===== src/rtl/mdu_pkg.sv =====
// Shared multiply/divide unit definitions: state encoding, operand width
// and the quotient constant returned for a zero divisor.
package mdu_pkg;

   localparam int MDU_W = 32;

   localparam logic [2:0] ST_IDLE = 3'd0;
   localparam logic [2:0] ST_LOAD = 3'd1;
   localparam logic [2:0] ST_ITER = 3'd2;
   localparam logic [2:0] ST_FIX  = 3'd3;
   localparam logic [2:0] ST_DONE = 3'd4;

   typedef enum logic [2:0] {
      S_IDLE = ST_IDLE,
      S_LOAD = ST_LOAD,
      S_ITER = ST_ITER,
      S_FIX  = ST_FIX,
      S_DONE = ST_DONE
   } div_state_e;

   localparam logic [MDU_W-1:0] DIV0_QUOTIENT = 32'hFFFF_FFFF;

endpackage


===== src/rtl/mdu_div_clz.sv =====
// Count-leading-zeros unit: dataout = number of zero bits above the most
// significant set bit of datain, or 32 when datain is zero.
module CLZ (
   input  logic [31:0] datain,
   output logic [5:0]  dataout
);

   // Scan upward so the highest set bit is the last one to update the count.
   always_comb begin
      dataout = 6'd32;
      for (int i = 0; i < 32; i++) begin
         if (datain[i]) begin
            dataout = 6'(31 - i);
         end
      end
   end

endmodule


===== src/rtl/mdu_div.sv =====
// Iterative restoring divider for DIV/DIVU. Leading zeros of the dividend
// magnitude are skipped up front, so only significant bits cost a cycle.
// Produces LO (quotient) and HI (remainder) plus a one-cycle done pulse.
module mdu_div
   import mdu_pkg::*;
#(
   parameter int WIDTH = MDU_W
) (
   input  logic             clk,
   input  logic             rst_n,
   input  logic             start,
   input  logic             is_signed,
   input  logic [WIDTH-1:0] dividend,
   input  logic [WIDTH-1:0] divisor,
   output logic             busy,
   output logic             done,
   output logic [WIDTH-1:0] quotient,
   output logic [WIDTH-1:0] remainder,
   output logic             div_by_zero
);

   div_state_e       state_q, state_d;
   logic [WIDTH-1:0] a_q, a_d;
   logic [WIDTH-1:0] b_q, b_d;
   logic             sgn_q, sgn_d;
   logic [WIDTH-1:0] q_sr_q, q_sr_d;
   logic [WIDTH:0]   r_q, r_d;
   logic [5:0]       cnt_q, cnt_d;
   logic             qneg_q, qneg_d;
   logic             rneg_q, rneg_d;
   logic [WIDTH-1:0] quot_q, quot_d;
   logic [WIDTH-1:0] rem_q, rem_d;
   logic             dbz_q, dbz_d;

   logic [WIDTH-1:0] abs_a;
   logic [WIDTH-1:0] abs_b;
   logic [5:0]       clz_a;
   logic [5:0]       n_load;
   logic [WIDTH+1:0] r_wide;
   logic [WIDTH+1:0] trial;

   // Operand magnitudes; negation only applies to signed negative operands.
   always_comb begin
      abs_a = (sgn_q && a_q[WIDTH-1]) ? -a_q : a_q;
      abs_b = (sgn_q && b_q[WIDTH-1]) ? -b_q : b_q;
   end

   CLZ u_clz (
      .datain  (abs_a),
      .dataout (clz_a)
   );

   assign n_load = 6'd32 - clz_a;

   // One restoring step: shift {r,q} left, then try subtracting |b|.
   // The extra top bit of r_wide/trial is the borrow (negative) indicator.
   always_comb begin
      r_wide = {r_q, q_sr_q[WIDTH-1]};
      trial  = r_wide - {2'b00, abs_b};
   end

   // Next-state and datapath updates; every register holds by default.
   always_comb begin
      state_d = state_q;
      a_d     = a_q;
      b_d     = b_q;
      sgn_d   = sgn_q;
      q_sr_d  = q_sr_q;
      r_d     = r_q;
      cnt_d   = cnt_q;
      qneg_d  = qneg_q;
      rneg_d  = rneg_q;
      quot_d  = quot_q;
      rem_d   = rem_q;
      dbz_d   = dbz_q;
      unique case (state_q)
         S_IDLE: begin
            if (start) begin
               a_d     = dividend;
               b_d     = divisor;
               sgn_d   = is_signed;
               state_d = S_LOAD;
            end
         end
         S_LOAD: begin
            q_sr_d = abs_a << clz_a;
            r_d    = '0;
            cnt_d  = n_load;
            qneg_d = sgn_q & (a_q[WIDTH-1] ^ b_q[WIDTH-1]);
            rneg_d = sgn_q & a_q[WIDTH-1];
            dbz_d  = 1'b0;
            if (b_q == '0) begin
               quot_d  = DIV0_QUOTIENT;
               rem_d   = a_q;
               dbz_d   = 1'b1;
               state_d = S_DONE;
            end else if (n_load == 6'd0) begin
               state_d = S_FIX;
            end else begin
               state_d = S_ITER;
            end
         end
         S_ITER: begin
            q_sr_d = {q_sr_q[WIDTH-2:0], ~trial[WIDTH+1]};
            r_d    = trial[WIDTH+1] ? r_wide[WIDTH:0] : trial[WIDTH:0];
            cnt_d  = cnt_q - 6'd1;
            if (cnt_q == 6'd1) begin
               state_d = S_FIX;
            end
         end
         S_FIX: begin
            quot_d  = qneg_q ? -q_sr_q : q_sr_q;
            rem_d   = rneg_q ? -r_q[WIDTH-1:0] : r_q[WIDTH-1:0];
            state_d = S_DONE;
         end
         S_DONE: begin
            state_d = S_IDLE;
         end
         default: begin
            state_d = S_IDLE;
         end
      endcase
   end

   // State and datapath registers; reset discards any operation in flight.
   always_ff @(posedge clk or negedge rst_n) begin
      if (!rst_n) begin
         state_q <= S_IDLE;
         a_q     <= '0;
         b_q     <= '0;
         sgn_q   <= 1'b0;
         q_sr_q  <= '0;
         r_q     <= '0;
         cnt_q   <= '0;
         qneg_q  <= 1'b0;
         rneg_q  <= 1'b0;
         quot_q  <= '0;
         rem_q   <= '0;
         dbz_q   <= 1'b0;
      end else begin
         state_q <= state_d;
         a_q     <= a_d;
         b_q     <= b_d;
         sgn_q   <= sgn_d;
         q_sr_q  <= q_sr_d;
         r_q     <= r_d;
         cnt_q   <= cnt_d;
         qneg_q  <= qneg_d;
         rneg_q  <= rneg_d;
         quot_q  <= quot_d;
         rem_q   <= rem_d;
         dbz_q   <= dbz_d;
      end
   end

   assign busy        = (state_q != S_IDLE);
   assign done        = (state_q == S_DONE);
   assign quotient    = quot_q;
   assign remainder   = rem_q;
   assign div_by_zero = dbz_q;

endmodule


===== config.mk =====
export PLATFORM = sky130hd
export DESIGN_NAME = mdu_div
export DESIGN_NICKNAME = d
export VERILOG_FILES = /design/src/rtl/mdu_pkg.sv /design/src/rtl/mdu_div_clz.sv /design/src/rtl/mdu_div.sv
export SDC_FILE = /design/constraint.sdc
export NUM_CORES = 1
export LEC_CHECK = 0
export ABC_AREA = 0
export ABC_CLOCK_PERIOD_IN_PS = 5500
export BUFFER_PORTS_ARGS = -buffer_cell sky130_fd_sc_hd__buf_2
export CAP_MARGIN = 0
export CORE_UTILIZATION = 30
export CTS_CLUSTER_SIZE = 24
export DETAILED_ROUTE_END_ITERATION = 8
export GPL_ROUTABILITY_DRIVEN = 0
export PLACE_DENSITY = 0.52
export RECOVER_POWER = 100
export SLEW_MARGIN = 20
export SYNTH_ARGS = -nofsm -noshare
export SYNTH_HDL_FRONTEND = slang
export SYNTH_HIERARCHICAL = 1
export SYNTH_SLANG_ARGS = --single-unit

===== constraint.sdc =====
create_clock -name clk -period 5.5 [get_ports clk]
set_input_delay 1.1 -clock clk [delete_from_list [all_inputs] [get_ports clk]]
set_output_delay 1.1 -clock clk [all_outputs]
set_load 0.01 [all_outputs]

# After elaboration in Yosys (flattened, before gate mapping)
# Cells that the tools add are included.
# totals
register_bits	206
latchBits	0
mem_bits_rw	0
romBits	0
in_bits	68
output_inout_bits	67
elab_cells	93
n_memories	0
# classes
addsub	7
multipliers	0
div_mod_pow	0
n_lt_le_gt_ge	0
eq_ne	8
n_shift	1
mux	50
n_bitwise	4
n_reduce_logical	11
# op_table
op	n
$mux 32	6
$mux 6	32
$pmux 32 s2	3
$neg 32->32	4
$pmux 33 s2	1
$sub 34x32->34	1
$mux 33	1
$logic_not 32->1	1
$shl 32x6->32	1
$pmux 3 s4	1
$pmux 6 s2	1
$mux 3	3
$eq 3x2->1 const B	2
$eq 6x1->1 const B	1
$logic_not 6->1	1
$ne 2x2->1 const B	3
$reduce_and 2->1	3
$sub 6x1->6 const B	1
$sub 6x6->6 const A	1
$reduce_bool 2->1	2
$eq 3x1->1 const B	1
$eq 3x3->1 const B	1
$logic_not 3->1	1
$reduce_bool 3->1	1
5 further kinds	8

# Depth between registers and ports, before layout
# logic_depth
ltp_word	39
mapped_depth	24
depth_no_buf	21

# Cells and area by module
# Netlist, hierarchy kept.
# modules_own_cells
mod	instances	cells_per_inst	area_each_um2
mdu_div	1	1679	14741.6
CLZ	1	65	367.9

# Worst setup path after synthesis
# Ideal clock, no wire load.
# synth_path
kind	reg-to-reg
startpoint	register a_q[0]
endpoint	register q_sr_q[23]
setup_time_ns	0.144
arrival_time_ns	4.703
t_required_ns	5.356
slack_ns	0.652
path_stages_with_launch	23
n_path_buf	3
synth_period_minus_slack_ns	4.848
path_cell_list	dfrtp_1 -> inv_1 -> ha_1 -> or4b_4 -> nor3_4 -> a41oi_2 -> xnor2_2 -> inv_1 -> inv_1 -> a21oi_1 -> o21a_1 -> a2111oi_0 -> a221oi_1 -> clkbuf_1 -> clkbuf_1 -> buf_1 -> mux2i_1 -> nor2_1 -> a21oi_1 -> mux2_2 -> nor2_1 -> a221oi_1 -> o221ai_1
# synth_between
elab_cells_between_ends	36
classes_between	1 x add/sub; 1 x shift; 34 x mux
# synth_lines
item	line_no	source
start: declaration	mdu_div.sv:23	logic [WIDTH-1:0] a_q, a_d;
start signal: assignment	mdu_div.sv:129	a_q <= '0;
start signal: assignment	mdu_div.sv:142	a_q <= a_d;
$neg 32->32	mdu_div.sv:44	abs_a = (sgn_q && a_q[WIDTH-1]) ? -a_q : a_q;
$mux 32	mdu_div.sv:44	
named net abs_a[20]	mdu_div.sv:35	logic [WIDTH-1:0] abs_a;
$mux 6 (12 in series)	mdu_div_clz.sv:12	if (datain[i]) begin
named net clz_a[0]	mdu_div.sv:37	logic [5:0] clz_a;
$shl 32x6->32	mdu_div.sv:86	q_sr_d = abs_a << clz_a;
$pmux 32 s2	mdu_div.sv:76	unique case (state_q)
end signal: assignment	mdu_div.sv:145	q_sr_q <= q_sr_d;
end: declaration	mdu_div.sv:26	logic [WIDTH-1:0] q_sr_q, q_sr_d;
# The timed path passes the listed nets, and every way through them passes these cells.
# A chain may end at the register's enable or synchronous reset.

# Worst setup path after layout
# layout_path
startpoint	register a_q[0]
endpoint	register q_sr_q[29]
# layout_between
elab_cells_between_ends	36
classes_between	1 x add/sub; 1 x shift; 34 x mux
# layout_lines
item	line_no
$neg 32->32	mdu_div.sv:44
$mux 32	mdu_div.sv:44
named net abs_a[22]	mdu_div.sv:35
$mux 6 (10 in series)	mdu_div_clz.sv:12
named net clz_a[0]	mdu_div.sv:37
$shl 32x6->32	mdu_div.sv:86
$pmux 32 s2	mdu_div.sv:76
# The timed path passes the listed nets, and every way through them passes these cells.

==> results.rst <==
.. list-table::
   :header-rows: 1

   * - Metric
     - Value
   * - Initial cell density of the core
     - 30.61%
   * - Startpoint class of the critical path
     - flop
   * - Maximum capacitance violations
     - 3
   * - Share of async-settable or async-resettable flops after synthesis
     - 100.0%
   * - # H-tree levels
     - 1
   * - Clock-pin transition on the worst setup and hold timing paths
     - 0.06 ns
   * - Total number of vias
     - 14100
   * - Number of antenna violations at the first check in global routing
     - 0
   * - Worst hold slack across all endpoints
     - 0.5080 ns
   * - Rel. slew slack
     - -110.2%
   * - CTS Buf Count
     - 26
   * - Post-route setup TNS
     - 0 ns
   * - Register bit count reported by yosys
     - 206
   * - Nets
     - 1964
   * - Violated checks
     - max-capacitance violations, max-slew violations
   * - Antenna diode count
     - 0
   * - Placed cell count
     - approximately 2500
   * - Die Y
     - 226.4 um
   * - Total Routing Usage GR
     - 19.68%
   * - Final clock period utilization by the worst path
     - 96.37%
   * - Required time at the worst-slack endpoint
     - 5.93 ns
   * - Crit-path max FO
     - 13
   * - Synthesized cell area
     - between 15000 and 20000 um2
   * - Final worst slack
     - 0.1999 ns
   * - Placement Rows
     - around 80
   * - Post-Synthesis Cells
     - 1744
   * - Maximum operating frequency
     - around 190 MHz
   * - Count of cell types in the netlist
     - 90
   * - Largest net degree at the start of global routing
     - 120
   * - DIE AREA
     - 51270 um2
   * - Post-placement worst setup slack
     - 0.005827 ns
   * - Measured slew at the worst slew-check pin
     - around 3.2 ns
   * - Setup CP Type
     - flop to flop
   * - Critical Path AT
     - roughly 5.7 ns
   * - Clock tree from TritonCTS
     - done
   * - Width of the die
     - about 230 um
   * - Total clock sinks
     - 206
   * - Number of port buffers
     - about 130
   * - Post-synth EDFFs
     - 0
   * - Mapped Avg Cell Area
     - between 8 and 9 um2
   * - Overall routed net length
     - between 50 and 60 mm
   * - Final hold vios
     - 0
   * - Cell count of the worst hold path
     - 2
   * - Via density
     - 5.554
   * - Via count of the first global-routing pass
     - approximately 13000
   * - R2R Path Start
     - a_q[0]$_DFFE_PN0P_
   * - Area growth, synth to finish
     - 15.52%
   * - Number of failing setup endpoints in the final timing report
     - 0
   * - Top FF cell, synth
     - sky130_fd_sc_hd__dfrtp_1
   * - Clock root buffer
     - sky130_fd_sc_hd__clkbuf_16
   * - Shortest clock period the worst path allows after layout
     - around 5.3 ns
   * - DRC violations left
     - 0
   * - Reg2reg end
     - q_sr_q[29]$_DFFE_PN0P_
   * - Type of the worst min-delay path
     - flop to flop
   * - Clock Latency Late Sink
     - roughly 0.57 ns
   * - 1st-iter DRT viols
     - 1162
   * - Source of the critical timing path
     - a_q[0]$_DFFE_PN0P_
   * - Share of cells above drive strength 1
     - 15.15%
   * - Boundary Pins
     - 135
   * - Combined flip-flop and latch cell area
     - 5155 um2
   * - Critical path capture point type
     - flop
   * - Area used by multi-input combinational logic
     - 9321 um2
   * - Global-route wire length before repair
     - between 70 and 80 mm
   * - End of the worst hold path
     - remainder[31]$_DFFE_PN0P_
   * - Number of inserted filler cells in the final layout
     - 5212
   * - Number of max-slew violations in the final report
     - 237
   * - Worst R2R Path Depth
     - 19
   * - Setup slack, reg-to-reg
     - 0.20 ns
   * - Warning count from the yosys run
     - 6
   * - Std-Cell Core Area
     - a little under 50000 um2
   * - Largest clock skew in the final design
     - 0.02412 ns
   * - Total gr overflow
     - 0
   * - Router iterations before antenna repair
     - 7
   * - HPWL after detailed placement
     - 38.27 mm
   * - Antenna-violating nets left
     - 0
   * - Setup repair after global routing missed its margin
     - no
   * - Longest Clk Path Bufs
     - 3
   * - Sequential share of the synthesized area
     - 34.12%
   * - Status
     - finished with violations
   * - Routed wire per std cell
     - 20.09 um
   * - Number of standard cells in the final layout excluding fillers
     - 2538
   * - Hold Startpoint
     - remainder[31]$_DFFE_PN0P_
   * - Net count of the mapped netlist
     - 1852
==> layout make-up <==
| class | instances | share of cell area [%] |
|---|---|---|
| repair buffers | 198 | 6.115 |
| well taps | 664 | 4.760 |
| multi-input cells | 1366 | 53.41 |
| inverters | 58 | 1.247 |
| clock buffers | 37 | 4.308 |
| clock inverters | 9 | 0.6308 |
| flip-flops and latches | 206 | 29.53 |
==> flip-flops by register name, indices dropped and copies added (netlist names), 3 cells and up <==
name and cells:
state_q 3, r_q 33, q_sr_q 32, cnt_q 6, b_q 32, quotient 32
a_q 32, remainder 32
==> repair_timing <==
item	4_1_cts	5_1_grt
endpoints found under the setup margin	2	54
hold buffers	0	0
gates resized for setup	1	5
pin swaps	0	3
buffers inserted	0	4
==> critical path: stages (launching register included) <==
cell and delay, ns:
sky130_fd_sc_hd__dfrtp_1 0.43, sky130_fd_sc_hd__inv_1 0.21, sky130_fd_sc_hd__ha_1 0.24, sky130_fd_sc_hd__or4b_4 0.52
sky130_fd_sc_hd__nor3_4 0.22, sky130_fd_sc_hd__buf_12 0.15, sky130_fd_sc_hd__a31oi_1 0.10, sky130_fd_sc_hd__xnor2_1 0.29
sky130_fd_sc_hd__inv_1 0.15, sky130_fd_sc_hd__nor3_1 0.15, sky130_fd_sc_hd__o21ai_0 0.14, sky130_fd_sc_hd__a2111oi_2 0.50
sky130_fd_sc_hd__a221oi_4 0.15, sky130_fd_sc_hd__buf_4 0.23, sky130_fd_sc_hd__a311o_2 0.36, sky130_fd_sc_hd__a31oi_1 0.23
sky130_fd_sc_hd__a211oi_1 0.14, sky130_fd_sc_hd__mux4_2 0.49, sky130_fd_sc_hd__a222oi_1 0.35, sky130_fd_sc_hd__nand2_1 0.09
==> worst max-delay path by stage <==
| stage | end | slack [ns] | cells past startpoint |
|---|---|---|---|
| final | q_sr_q[29]$_DFFE_PN0P_ | 0.20 | 19 |
| after global routing | q_sr_q[30]$_DFFE_PN0P_ | 0.003 | 19 |
| after detailed placement | q_sr_q[17]$_DFFE_PN0P_ | 0.006 | 20 |
| after global placement | q_sr_q[17]$_DFFE_PN0P_ | 0.13 | 20 |
| after floorplan | q_sr_q[23]$_DFFE_PN0P_ | 0.65 | 22 |
| after CTS | q_sr_q[22]$_DFFE_PN0P_ | 0.003 | 19 |
==> cells in the mapped netlist, types with 9 or more instances <==
master	number	area [um2]
sky130_fd_sc_hd__a31oi_1	30	187.7
sky130_fd_sc_hd__buf_1	11	41.29
sky130_fd_sc_hd__nor4_1	21	131.4
sky130_fd_sc_hd__o41ai_1	9	78.83
sky130_fd_sc_hd__or4_1	17	127.6
sky130_fd_sc_hd__o31ai_1	26	195.2
sky130_fd_sc_hd__mux4_2	9	202.7
sky130_fd_sc_hd__ha_1	39	488.0
sky130_fd_sc_hd__a21oi_1	119	595.6
sky130_fd_sc_hd__nand2b_1	16	100.1
sky130_fd_sc_hd__mux2_2	72	810.8
sky130_fd_sc_hd__o22ai_1	19	118.9
sky130_fd_sc_hd__inv_1	54	202.7
sky130_fd_sc_hd__dfrtp_1	206	5155
sky130_fd_sc_hd__nand4_1	15	93.84
sky130_fd_sc_hd__xnor2_1	81	709.4
sky130_fd_sc_hd__nor3_1	68	340.3
sky130_fd_sc_hd__o211ai_1	11	82.58
sky130_fd_sc_hd__a22oi_1	22	165.2
sky130_fd_sc_hd__nand2_1	170	638.1
sky130_fd_sc_hd__o21ai_0	130	650.6
sky130_fd_sc_hd__or3_1	16	100.1
sky130_fd_sc_hd__a21o_1	10	75.07
sky130_fd_sc_hd__nand3_1	35	175.2
sky130_fd_sc_hd__mux2i_1	58	580.6
sky130_fd_sc_hd__nor2_1	149	559.3
sky130_fd_sc_hd__clkbuf_1	87	326.6
sky130_fd_sc_hd__xor2_1	64	560.5
==> metal layers <==
| layer | part of all wire, % | up-vias | global-route usage [%] |
|---|---|---|---|
| met5 | 0 | - | 0 |
| met4 | 3.3 | 0 | 7.018 |
| met3 | 5.5 | 99 | 3.175 |
| met2 | 49 | 454 | 33.39 |
| met1 | 43 | 6916 | 25.13 |
| li1 | - | 6628 | - |
==> stage by stage <==
step / util (%) / instance area [um2]
after floorplan: - / 15110
final: 35.36 / 17450
after detailed placement: 33.77 / 16670
after global placement: 33.76 / 16660
after CTS: 35.52 / 17530
after global routing: 35.36 / 17450
==> placed cells by master (no fill, tap or decap), drive strengths merged, types with 56 or more instances in the layout <==
cell type  Yosys  routed
mux2          73      73
a21oi        119     119
inv           55      56
nand2        170     170
buf           27     121
xor2          64      64
clkbuf        87     114
nor2         149     149
dfrtp        206     206
nor3          70      70
xnor2         82      82
mux2i         58      58
o21ai        132     132
==> cells by family (layout without fill, tap and decap cells) <==
logic type,count (synthesis),count (layout),share of synthesized area [%]
buffers and inverters,172,302,4.637
AO/OA/AOI/OAI,478,478,20.46
XOR/XNOR,146,146,8.513
AND/OR/NAND/NOR,561,561,18.09
multiplexers,141,141,10.82
adder cells (fa/ha/maj),40,40,3.362
flip-flops,206,206,34.12
Power is not shown: default switching activity piles up to over one toggle a cycle in this logic, so the estimate is an artifact.
